$ cat src/rtl/clause_sweep_ctrl.sv
// rtl/clause_sweep_ctrl.sv - batched clause conflict sweep over a stored assignment mask
// Optional feature: SWEEP_EARLY_ABORT_EN ends the sweep at the first conflicting batch.
module clause_sweep_ctrl #(
    parameter int NUM_CLAUSES           = 64,
    parameter int VAR_ID_BITS           = 8,
    parameter int NUM_CLAUSES_PER_CYCLE = 16,
    parameter int NUM_VARS_PER_CLAUSE   = 3,
    localparam int W  = NUM_VARS_PER_CLAUSE * NUM_CLAUSES_PER_CYCLE,
    localparam int NB = NUM_CLAUSES / NUM_CLAUSES_PER_CYCLE,
    localparam int BB = (NB > 1) ? $clog2(NB) : 1,
    localparam int CB = $clog2(NUM_CLAUSES)
) (
    input  logic          clk,
    input  logic          reset,
    input  logic          start,
    input  logic          clear,
    output logic          rd_req,
    output logic [BB-1:0] rd_batch,
    input  logic          rd_valid,
    output logic [W-1:0]  cur_assign,
    input  logic [W-1:0]  or_result,
    output logic          busy,
    output logic          done,
    output logic          conflict,
    output logic [CB-1:0] conflict_clause
);

    if (VAR_ID_BITS < 1 || (NUM_CLAUSES % NUM_CLAUSES_PER_CYCLE) != 0) begin : g_param_check
        $error("clause_sweep_ctrl: invalid parameter combination");
    end

    typedef enum logic [1:0] {IDLE, REQ, WAIT, DONE} state_t;

    state_t        state;
    state_t        state_nxt;
    logic [BB-1:0] batch;
    logic [W-1:0]  store [NB];
    logic          hit;
    logic [CB-1:0] hit_idx;
    logic          last_batch;
    logic          first_hit;

    assign rd_batch   = batch;
    assign cur_assign = store[batch];
    assign last_batch = (batch == BB'(NB - 1));
    assign first_hit  = hit && !conflict;

    // Scan from the top so the lowest-numbered conflicting clause wins.
    always_comb begin
        hit     = 1'b0;
        hit_idx = '0;
        for (int c = NUM_CLAUSES_PER_CYCLE - 1; c >= 0; c--) begin
            if (&or_result[c*NUM_VARS_PER_CLAUSE +: NUM_VARS_PER_CLAUSE]) begin
                hit     = 1'b1;
                hit_idx = CB'(int'(batch) * NUM_CLAUSES_PER_CYCLE + c);
            end
        end
    end

    always_ff @(posedge clk) begin
        if (reset) begin
            state <= IDLE;
        end else begin
            state <= state_nxt;
        end
    end

    always_comb begin
        state_nxt = state;
        rd_req    = 1'b0;
        busy      = 1'b1;
        done      = 1'b0;
        case (state)
            IDLE: begin
                busy = 1'b0;
                if (start) begin
                    state_nxt = REQ;
                end
            end
            REQ: begin
                rd_req    = 1'b1;
                state_nxt = WAIT;
            end
            WAIT: begin
                if (rd_valid) begin
`ifdef SWEEP_EARLY_ABORT_EN
                    state_nxt = (last_batch || first_hit) ? DONE : REQ;
`else
                    state_nxt = last_batch ? DONE : REQ;
`endif
                end
            end
            DONE: begin
                done      = 1'b1;
                state_nxt = IDLE;
            end
            default: state_nxt = IDLE;
        endcase
    end

    always_ff @(posedge clk) begin
        if (reset) begin
            batch           <= '0;
            conflict        <= 1'b0;
            conflict_clause <= '0;
            for (int r = 0; r < NB; r++) begin
                store[r] <= '0;
            end
        end else begin
            case (state)
                IDLE: begin
                    if (start) begin
                        batch           <= '0;
                        conflict        <= 1'b0;
                        conflict_clause <= '0;
                    end else if (clear) begin
                        for (int r = 0; r < NB; r++) begin
                            store[r] <= '0;
                        end
                    end
                end
                WAIT: begin
                    if (rd_valid) begin
                        store[batch] <= or_result;
                        if (first_hit) begin
                            conflict        <= 1'b1;
                            conflict_clause <= hit_idx;
                        end
                        if (state_nxt == REQ) begin
                            batch <= batch + BB'(1);
                        end
                    end
                end
                default: ;
            endcase
        end
    end

endmodule
$ cat config.mk
export PLATFORM = sky130hd
export DESIGN_NAME = clause_sweep_ctrl
export DESIGN_NICKNAME = d
export VERILOG_FILES = /design/src/rtl/clause_sweep_ctrl.sv
export SDC_FILE = /design/constraint.sdc
export NUM_CORES = 1
export LEC_CHECK = 0
export CORE_MARGIN = 1.5
export CORE_UTILIZATION = 45
export DETAILED_ROUTE_END_ITERATION = 7
export PLACE_DENSITY = 0.69
export SYNTH_ARGS = -nofsm -noshare
export SYNTH_HDL_FRONTEND = slang
export SYNTH_SLANG_ARGS = --single-unit
$ cat constraint.sdc
create_clock -name clk -period 2.8 [get_ports clk]
set_input_delay 0.56 -clock clk [delete_from_list [all_inputs] [get_ports clk]]
set_output_delay 0.56 -clock clk [all_outputs]
set_load 0.02 [all_outputs]
==> metrics <==
outcome finished clean; Critical Path RT about 2.2 ns; Reg clk slew, reported paths 0.07 ns; share of cells above drive strength 1 between 15 and 20%; Final Hold Fails 0; Die Height 146 um; CTS max path bufs 3; unrepaired setup endpoints after global routing no; setup TNS 0 ns; worst slew pin tran 0.571 ns; Final nets 765; PnR worst setup slack between 0.06 and 0.07 ns; Max FO, Critical Path 8; slowest stage delay, CP about 0.56 ns; cell-internal power about 5400 uW; root buf cell clkbuf_16; Non-Filler Instances around 990; Max Slew Vio Count 0; Die ar. about 21000 um2; CTS tree built; number of DRC markers in iteration 0 roughly 450; Fmax 0.365 GHz; kind of critical path flop to primary output; leak pwr roughly 0.005 uW; Area Overhead vs Synth 24.4%; register share of total power 51.4%; P_sw 1550 uW; drt via density around 5.8; wire per inst 21.8 um; VDD IR max about 0.0004 V; Final HPWL DP 12700 um; clock latency on the worst-skew pair 0.50 ns; Routed WL ~22000 um; cell at the slowest stage of the critical path clkdlybuf4s50_1; GRT Total Usage around a fifth; first-pass GRT wire length 33600 um; drt drc 0; Final Total Pwr a little under 7000 uW; Clock Skew about 0.013 ns; synth warn 0; input/output buffers about 110; ys flop type edfxtp_1; CP cell instances buf_12, mux4_2, clkdlybuf4s50_1; # IOs roughly 110; HP Class flop to flop; Post-Synthesis Cells ~600; Ant. Diodes 0; Tmin final between 2 and 3 ns; CTS Hold Bufs 0; Area after DPL ~11000 um2; Crit. End Element primary output; mapped cell area ~9000 um2; number of cells after detailed placement between 900 and 1000; Initial Util 45.6%; largest net degree at the start of global routing 149; Comb pwr share 9.3%; #FFs+latches synth 205; CP Launch Type flop; crit path DAT ~2.2 ns; Die Wd between 100 and 150 um; num rows 52; PD cells about 600 nW/um2; top post-synthesis cells by area edfxtp_1 (63%), and3_1 (13%), mux4_2 (12%); Final Cycle Share around 98%; post-synth top area cell edfxtp_1; Post-Syn Nets between 600 and 700; Antenna Nets Post-Route 0; Placer Congestion between 0.8 and 0.9; Synth top area share 62.7%; dpl ws 0.109 ns; maxcap violations 0; total gr overflow 0; Clock Power Share between 30% and 40%; initial antenna violation count 0; Num CTS Buffers 21; sequential cell area fraction in the yosys report approximately 65%; syn_area_per_cell ~15 um2; fraction of registers with async set/reset 0%; Netlist cell types 45; First-pass DRT Iterations 5; fin area 11500 um2; Setup violations, final 0; H-tree levels 1; Rel. slew slack approximately three fifths; switching portion of total power between 20% and 30%; vias in the first global route around 6000; vias post-DR 5794; # fillers about 1600; clock sink total around 210; Core ar. between 20000 and 25000 um2; EDFF count, synth between 150 and 200
[layout by cell type, fill, tap and decap left out, types with 3 or more instances in the layout]
cell	n
mux2i_1	5
nor2b_1	5
clkdlybuf4s50_1	75
edfxtp_1	192
mux4_2	48
dlygate4sd2_1	21
nand3_1	13
buf_12	10
nand2b_1	8
nor2_1	8
and3_1	190
clkbuf_8	4
a211oi_1	3
dfxtp_1	11
a31oi_1	3
dlymetal6s2s_1	16
ha_1	4
and3_2	4
clkbuf_16	21
nand2_2	4
nand2_1	17
buf_4	14
inv_1	3
clkinv_2	5
[critical path, delay by kind of cell (launching register included)]
family	cells	cell delay (ns)
buffers and inverters	2	0.72
muxes	1	0.52
DFF	1	0.44
[cells in the mapped netlist (2+ instances only)]
library cell  number
buf_2              5
nand2b_1           8
inv_1              3
edfxtp_1         192
clkbuf_1          41
ha_1               4
clkbuf_2           5
nor2b_1            5
a211oi_1           3
nor3_1             2
nand2_1           21
nand3_1           13
nand4_1            2
and3_1           190
and3_2             4
dfxtp_1           13
mux4_2            48
a21oi_1            2
a31oi_1            3
nor2_1             8
o211ai_1           2
o21ai_0            2
mux2i_1            5
[area by class of cell]
cell class | instances | area, um2 | share of cell area (%)
inverter | 3 | 11.3 | 0.0983
clock buffer | 26 | 584 | 5.10
tap | 270 | 338 | 2.95
timing repair buffer | 136 | 1440 | 12.6
clock inverter | 12 | 92.6 | 0.809
sequential | 205 | 6030 | 52.7
multi-input combinational | 341 | 2950 | 25.8
[worst paths after layout]
path | startpoint | endpoint | slack [ns] | depth (start not counted)
setup / recovery | flop | cur_assign[9] | 0.06 | 3
hold / removal | conflict_clause[4] | conflict_clause[4] | 0.49 | 2
setup reg to reg | state[1] | store[1][29] | 0.75 | 4
hold reg to reg | conflict_clause[4] | conflict_clause[4] | 0.49 | 2
[sequential cells by signal, summed over array words and instances, names as in the netlist, named ones only]
| name | cells |
|---|---|
| state | 2 |
| conflict_clause | 6 |
| store | 192 |
| rd_batch | 2 |
| conflict | 1 |
[logic make-up (layout without fill, tap and decap cells)]
group | count (synthesis) | count (layout) | share of synthesized area [%]
compound gates | 20 | 20 | 1.66
fa+ha+maj | 4 | 4 | 0.544
buf+inv | 57 | 177 | 2.58
flops | 205 | 205 | 65.5
mux | 55 | 55 | 12.6
simple gates | 262 | 262 | 17.2
[repair_timing]
action | 4_1_cts | 5_1_grt
setup buffers | 1 | 0
setup endpoints to repair | 40 | 16
resized for setup | 21 | 16
[layer usage]
layer / up-vias / global-route usage [%] / wire [um] / part of all wire (%)
li1: 2599 / - / - / -
met1: 2938 / 27.2 / 8810 / 41
met2: 222 / 34.9 / 11000 / 51
met3: 35 / 2.57 / 1330 / 6.1
met4: 0 / 6.41 / 496 / 2.3
met5: - / 0 / 0 / 0
[power groups by stage]
stage	sequential (uW)	clock [uW]	combinational, uW
floorplan	3610	0	326
global placement	3610	0	661
detailed placement	3630	0	666
CTS	3560	2760	655
global route	3570	2870	686
finish	3560	2730	644
[through the flow]
| stage | utilization (%) | hold WS [ns] |
|---|---|---|
| after detailed placement | 53.3 | 0.473 |
| final | 56.8 | 0.487 |
| after global placement | 53.3 | 0.470 |
| after CTS | 56.6 | 0.491 |
| after floorplan | - | 0.519 |
| after global routing | 56.8 | 0.520 |
(Power assumes the default switching activity.)
==> RTL edit 1 (same flow settings) <==
Add a define of `SWEEP_EARLY_ABORT_EN`.
--- a/src/rtl/clause_sweep_ctrl.sv
+++ b/src/rtl/clause_sweep_ctrl.sv
@@ -2,2 +2,4 @@
 // Optional feature: SWEEP_EARLY_ABORT_EN ends the sweep at the first conflicting batch.
+`define SWEEP_EARLY_ABORT_EN
+
 module clause_sweep_ctrl #(
Check against the original RTL: not equivalent (a bounded check fails within 4 cycles, from zero or initial values and one cycle with reset high).
==> RTL edit 1 against the original RTL <==
  * Final area grew 1.5%
  * Critical path depth unchanged
  * Power increased by 0.37%
  * Synthesized cell count shrank 2.5%
  * Routed wire length down 1.1%
  * Sequential cell count is the same
  * Worst setup slack better by 0.023 ns
  * Register-to-register slack improved by 0.07 ns
  * Clock skew down 0.0085 ns
  * Area after synthesis is 0.34% lower
  * Maximum frequency up 0.86%
  * Die area shrank 0.34%
  * Largest cell class unchanged
==> RTL edit 1: results (changes against the original RTL) <==
final_layout:
  multiInputCombCellCount: 347  # +1.8%
  finalNonFillerCells: 1013  # +2.0%
  final-clk-cell-share: 0.05750  # -0.001613
  nonClockBufferCount: 152  # +12%
  layout.nets: 787  # +2.9%
  buffer_area_frac: 0.1345  # +0.008725
  nClkBuffers: 25  # -3.8%
  final.signal_inverter_count: 3  # unchanged
  filler_cell_count: 1561  # -2.6%
  multi_input_comb_area_um2: 3009  # +1.9%
  layout-area-overhead-vs-synth_pct: 26.70
  post_route_cells_drive_above_1_share: 0.1723  # -0.0006162
  seq_area_share: 0.5190  # -0.007655
clocking:
  insertion_delay_ns: 0.49
  clockBufferDepth: 3  # unchanged
  clock_tree.htree_level_count: 1  # unchanged
  cts_inserted_buffers: 21  # unchanged
  clock-root-buffer: "sky130_fd_sc_hd__clkbuf_16"
worst_setup_path:
  cpMaxStageDelayCell: "sky130_fd_sc_hd__clkdlybuf4s50_1"
  worstPathArrival_ns: 2.15  # -0.03 ns
  cp_max_fo: 5  # -3
  worst_r2r_startpoint: "state[0]"
  worst_path_largest_cell_delay_ns: 0.56  # about the same
synthesis:
  post_synth_most_frequent_cells: "sky130_fd_sc_hd__and2_1 (193), sky130_fd_sc_hd__edfxtp_1 (192), sky130_fd_sc_hd__mux4_2 (48), sky130_fd_sc_hd__clkbuf_1 (25), sky130_fd_sc_hd__nand3_1 (18)"
  synth_cell_types: 37  # -18%
  post_synth_main_area_contributors: "sky130_fd_sc_hd__edfxtp_1 (63%), sky130_fd_sc_hd__and2_1 (13%), sky130_fd_sc_hd__mux4_2 (12%)"
  synthesis.nets: 645  # -2.3%
  ys.flop_type: "sky130_fd_sc_hd__edfxtp_1"
  post_synthesis_adder_cell_area_fraction: 0.005457  # +0.00001855
  syn-cell-area_um2: 9171  # -0.34%
  yosys-mux-area-fraction: 0.1266  # +0.0008382
  synth-compound-area-share: 0.01542  # -0.001171
  ys_warn_count: 0  # unchanged
  synthCells: 588  # -2.5%
  synth-seq-area-share: 0.6570  # +0.002233
  post_synth_xor_area_fraction: 0  # unchanged
placement:
  detailed_place_hpwl_mm: 13.19  # +3.8%
  routabilityCongestion: 0.8696  # +5.5%
  port-buffer-count: 112  # unchanged
  dp_slack_ns: -0.04693  # -0.1557 ns
  placed_area_um2: 10870  # +1.2%
  place.detailed.instances: 975  # +2.2%
outcome:
  status: "completed"
hold_path:
  min_path_type: "reg2reg"
  hold_path.startpoint: "conflict_clause[0]"
detailed_routing:
  vias_per_cell: 5.357  # -8.2%
  detailedRoute.firstPassIterationCount: 5  # unchanged
  drt_iter0_drc: 370  # -18%
  wl_per_cell_um: 21.13  # -3.0%
power:
  total_leakage_power_nw: 4.667  # -7.3%
  ir_drop_v: 0.0003276  # -17%
global_route:
  grt_max_degree: 41  # -72%
  grt_pass1_vias: 5926  # -1.4%
  globalRouteTotalUtil: 0.2047  # +0.001183
  grt_first_pass_wirelength_mm: 33.04  # -1.7%
sta:
  max-slew-margin-rel: 0.6581  # +0.03913
  fin_worst_skew_ns: 0.004521  # -0.008525 ns
## RTL edit 1: cell types whose count changed after synthesis, sizes merged, moves of 3 or more
cell and delta:
and2 +192, and3 -188, clkbuf -21, nand2 -10
nand2b +10, nand3 +5, o32ai +4, mux2i +3
nor2b -3, nor3b +3
## RTL edit 1: path summary, 6_finish.rpt
path | endpoint | slack, ns | cells after the start
max | cur_assign[2] | 0.09 | 3
min | conflict_clause[0] | 0.48 | 2
max reg2reg | store[2][43] | 0.82 | 5
min reg2reg | conflict_clause[0] | 0.48 | 2
## RTL edit 1: what timing repair did
| item | CTS | global route |
|---|---|---|
| setup buffers | 2 | 0 |
| hold endpoints to repair | 0 | 0 |
| cloned | 0 | 0 |
| setup endpoints to repair | 41 | 24 |
| gates resized for setup | 15 | 30 |
## RTL edit 1: power by group
part | switching, mW | total [mW] | internal, mW
registers | 0.0462 | 3.57 | 3.52
logic | 0.344 | 0.634 | 0.290
clock network | 1.11 | 2.75 | 1.65
total | 1.50 | 6.96 | 5.46
## RTL edit 1: worst max-delay path, delay by kind of cell, from the launching register on
| family | cells | cell delay (ns) |
|---|---|---|
| flip-flops | 1 | 0.40 |
| buffers and inverters | 2 | 0.75 |
| multiplexers | 1 | 0.52 |
## RTL edit 1: logic make-up after synthesis
logic type,count (synthesis)
flops,205
buf+inv,36
mux,56
compound gates,18
simple gates,269
fa+ha+maj,4
## RTL edit 1: layer usage
metal | part of all wire | track usage
met1 | 0.42 | 0.2746
met5 | 0 | 0
met4 | 0.023 | 0.06071
met2 | 0.51 | 0.3479
met3 | 0.053 | 0.03041
==> RTL edit 2 (config.mk and constraints unchanged) <==
Made on the original files. Re-encode `state_t` (4 states) as one-hot, 4 bits wide.
--- a/src/rtl/clause_sweep_ctrl.sv
+++ b/src/rtl/clause_sweep_ctrl.sv
@@ -31,3 +31,3 @@
 
-    typedef enum logic [1:0] {IDLE, REQ, WAIT, DONE} state_t;
+    typedef enum logic [3:0] {IDLE = 4'b0001, REQ = 4'b0010, WAIT = 4'b0100, DONE = 4'b1000} state_t;
 
Behaviour: no difference found for any inputs over 4 cycles, from zero or initial values and one cycle with reset high; so few cycles prove little.
==> RTL edit 2 against the original RTL <==
  * Power shrank 0.44%
  * Worst setup slack lost 0.0080 ns
  * Critical endpoint is now cur_assign[24]
  * Sequential cell count grew 2
  * Sequential share of layout area grew 0.24 points
  * Final area grew 0.21%
  * Synthesized cell count shrank 3.0%
  * Area after synthesis grew 0.53%
  * Routed wire length shrank 6.2%
  * Largest cell class unchanged
  * Maximum frequency shrank 0.29%
  * Critical path type unchanged
==> RTL edit 2: results (changes against the original RTL) <==
outcome:
  status: "completed"
synthesis:
  ys_warn_count: 0  # unchanged
  synthCells: 585  # -3.0%
  share_of_flip_flops_with_an_asynchronous_set_or_reset_after_synthesis: 0  # unchanged
  ys.flop_type: "sky130_fd_sc_hd__edfxtp_1"
  post_synth_most_frequent_cells: "sky130_fd_sc_hd__and2_1 (194), sky130_fd_sc_hd__edfxtp_1 (192), sky130_fd_sc_hd__mux4_2 (48), sky130_fd_sc_hd__dfxtp_1 (15), sky130_fd_sc_hd__nand3_1 (13)"
  post_synth_main_area_contributors: "sky130_fd_sc_hd__edfxtp_1 (62%), sky130_fd_sc_hd__and2_1 (13%), sky130_fd_sc_hd__mux4_2 (12%)"
  synthesis.nets: 642  # -2.7%
  synth_cell_types: 44  # -2.2%
  count_of_flip_flops_with_a_built_in_enable_after_synthesis: 192  # unchanged
  synth-seq-area-share: 0.6557  # +0.0008741
sta:
  fin_worst_skew_ns: 0.006286  # -0.006761 ns
  worst_slew_pin_slew_ns: 0.6549  # +0.08337 ns
clocking:
  cts_inserted_buffers: 21  # unchanged
  clockBufferDepth: 3  # unchanged
  insertion_delay_ns: 0.49
  clock-root-buffer: "sky130_fd_sc_hd__clkbuf_16"
  clock_tree.htree_level_count: 1  # unchanged
  clk_transition_reported_paths_ns: 0.06
global_route:
  globalRouteTotalUtil: 0.1924  # -0.01105
  grt_antenna_before_repair: 0  # unchanged
  grt_max_degree: 50  # -66%
  grt_pass1_vias: 5594  # -7.0%
  grt_first_pass_wirelength_mm: 31.13  # -7.4%
worst_setup_path:
  worstPathArrival_ns: 2.19
  cp_max_fo: 11  # +3
  endpoint_kind: "primary output"
final_layout:
  n_antenna_cell: 0  # unchanged
  biggest_regs: "store x192, conflict_clause x6, state x4"
  post_route_cells_drive_above_1_share: 0.1697  # -0.003236
  layout.nets: 768  # +0.39%
placement:
  port-buffer-count: 112  # unchanged
  routabilityCongestion: 0.7442  # -9.7%
  placed_area_um2: 10750  # +0.12%
  place.detailed.instances: 956  # +0.21%
  detailed_place_hpwl_mm: 12.04  # -5.3%
hold_path:
  min_path_type: "reg2reg"
power:
  ir_drop_v: 0.0003397  # -14%
  total_leakage_power_nw: 4.439  # -12%
detailed_routing:
  drt_iter0_drc: 403  # -10%
  wl_per_cell_um: 20.40  # -6.4%
  vias_per_cell: 5.244  # -10%
  detailedRoute.firstPassIterationCount: 4  # -1
  routed-via-count: 5218  # -9.9%
[RTL edit 2: cell count changes in the layout (fill, tap and decap cells not counted), sizes merged, moves of 4 or more]
cell / delta
dlygate4sd2: +11
nand2: -11
dlymetal6s2s: -6
clkbuf: +4
and3: -185
clkdlybuf4s50: -5
and2: +193
nor4b: +6
[RTL edit 2: final timing paths]
path,cells after the start,slack (ns),endpoint,startpoint
worst min-delay path,2,0.49,conflict_clause[0],conflict_clause[0]
worst max-delay path,3,0.05,cur_assign[24],flop
worst max register to register,5,0.41,store[1][24],state[3]
worst min register to register,2,0.49,conflict_clause[0],conflict_clause[0]
[RTL edit 2: logic make-up (layout without fill, tap and decap cells)]
| family | count (synthesis) | in the layout | share of synthesized area |
|---|---|---|---|
| and+or+nand+nor | 264 | 264 | 0.1780 |
| DFF | 207 | 207 | 0.6557 |
| muxes | 54 | 54 | 0.1235 |
| buffers and inverters | 37 | 177 | 0.02015 |
| AOI/OAI and AO/OA | 19 | 19 | 0.01731 |
| adders and majority gates | 4 | 4 | 0.005410 |
[RTL edit 2: per-layer routing]
layer / track usage / up-vias / share of wire
met5: 0 / - / 0
met4: 0.05657 / 0 / 0.023
met1: 0.2566 / 2609 / 0.42
li1: - / 2422 / -
met2: 0.3211 / 155 / 0.49
met3: 0.03938 / 32 / 0.061
[RTL edit 2: what timing repair did]
item	4_1_cts	5_1_grt
pin swaps	0	0
buffers inserted	1	0
cloned	1	0
setup endpoints to repair	42	12
gates resized for setup	32	12
[RTL edit 2: stage by stage]
step | power (mW) | hold slack (ns) | setup WS, ns
after floorplan | 3.933 | 0.5487 | 0.2330
after global placement | 4.233 | 0.4684 | 0.2119
after detailed placement | 4.251 | 0.4796 | 0.1838
after CTS | 6.938 | 0.4928 | 0.01200
after global routing | 7.117 | 0.5293 | 0.0005431
final | 6.902 | 0.4924 | 0.05385
[RTL edit 2: cell type report]
class / instances / area (um^2)
fill: 1586 / 8695
sequential: 207 / 6071
multi-input combinational: 341 / 3024
timing repair buffer: 135 / 1341
clock buffer: 30 / 640.6
tap: 270 / 337.8
clock inverter: 7 / 41.29
inverter: 5 / 18.77
[RTL edit 2: critical path, stage by stage, from the launching register on]
cell,delay (ns)
sky130_fd_sc_hd__dfxtp_4,0.43
sky130_fd_sc_hd__buf_12,0.18
sky130_fd_sc_hd__mux4_2,0.53
sky130_fd_sc_hd__clkdlybuf4s50_1,0.56
[RTL edit 2: where the power goes]
group,switching [mW],internal [mW],leakage (nW)
combinational,0.312,0.237,1.94
sequential,0.0468,3.56,2.15
clock,1.15,1.59,0.345
total,1.51,5.39,4.44
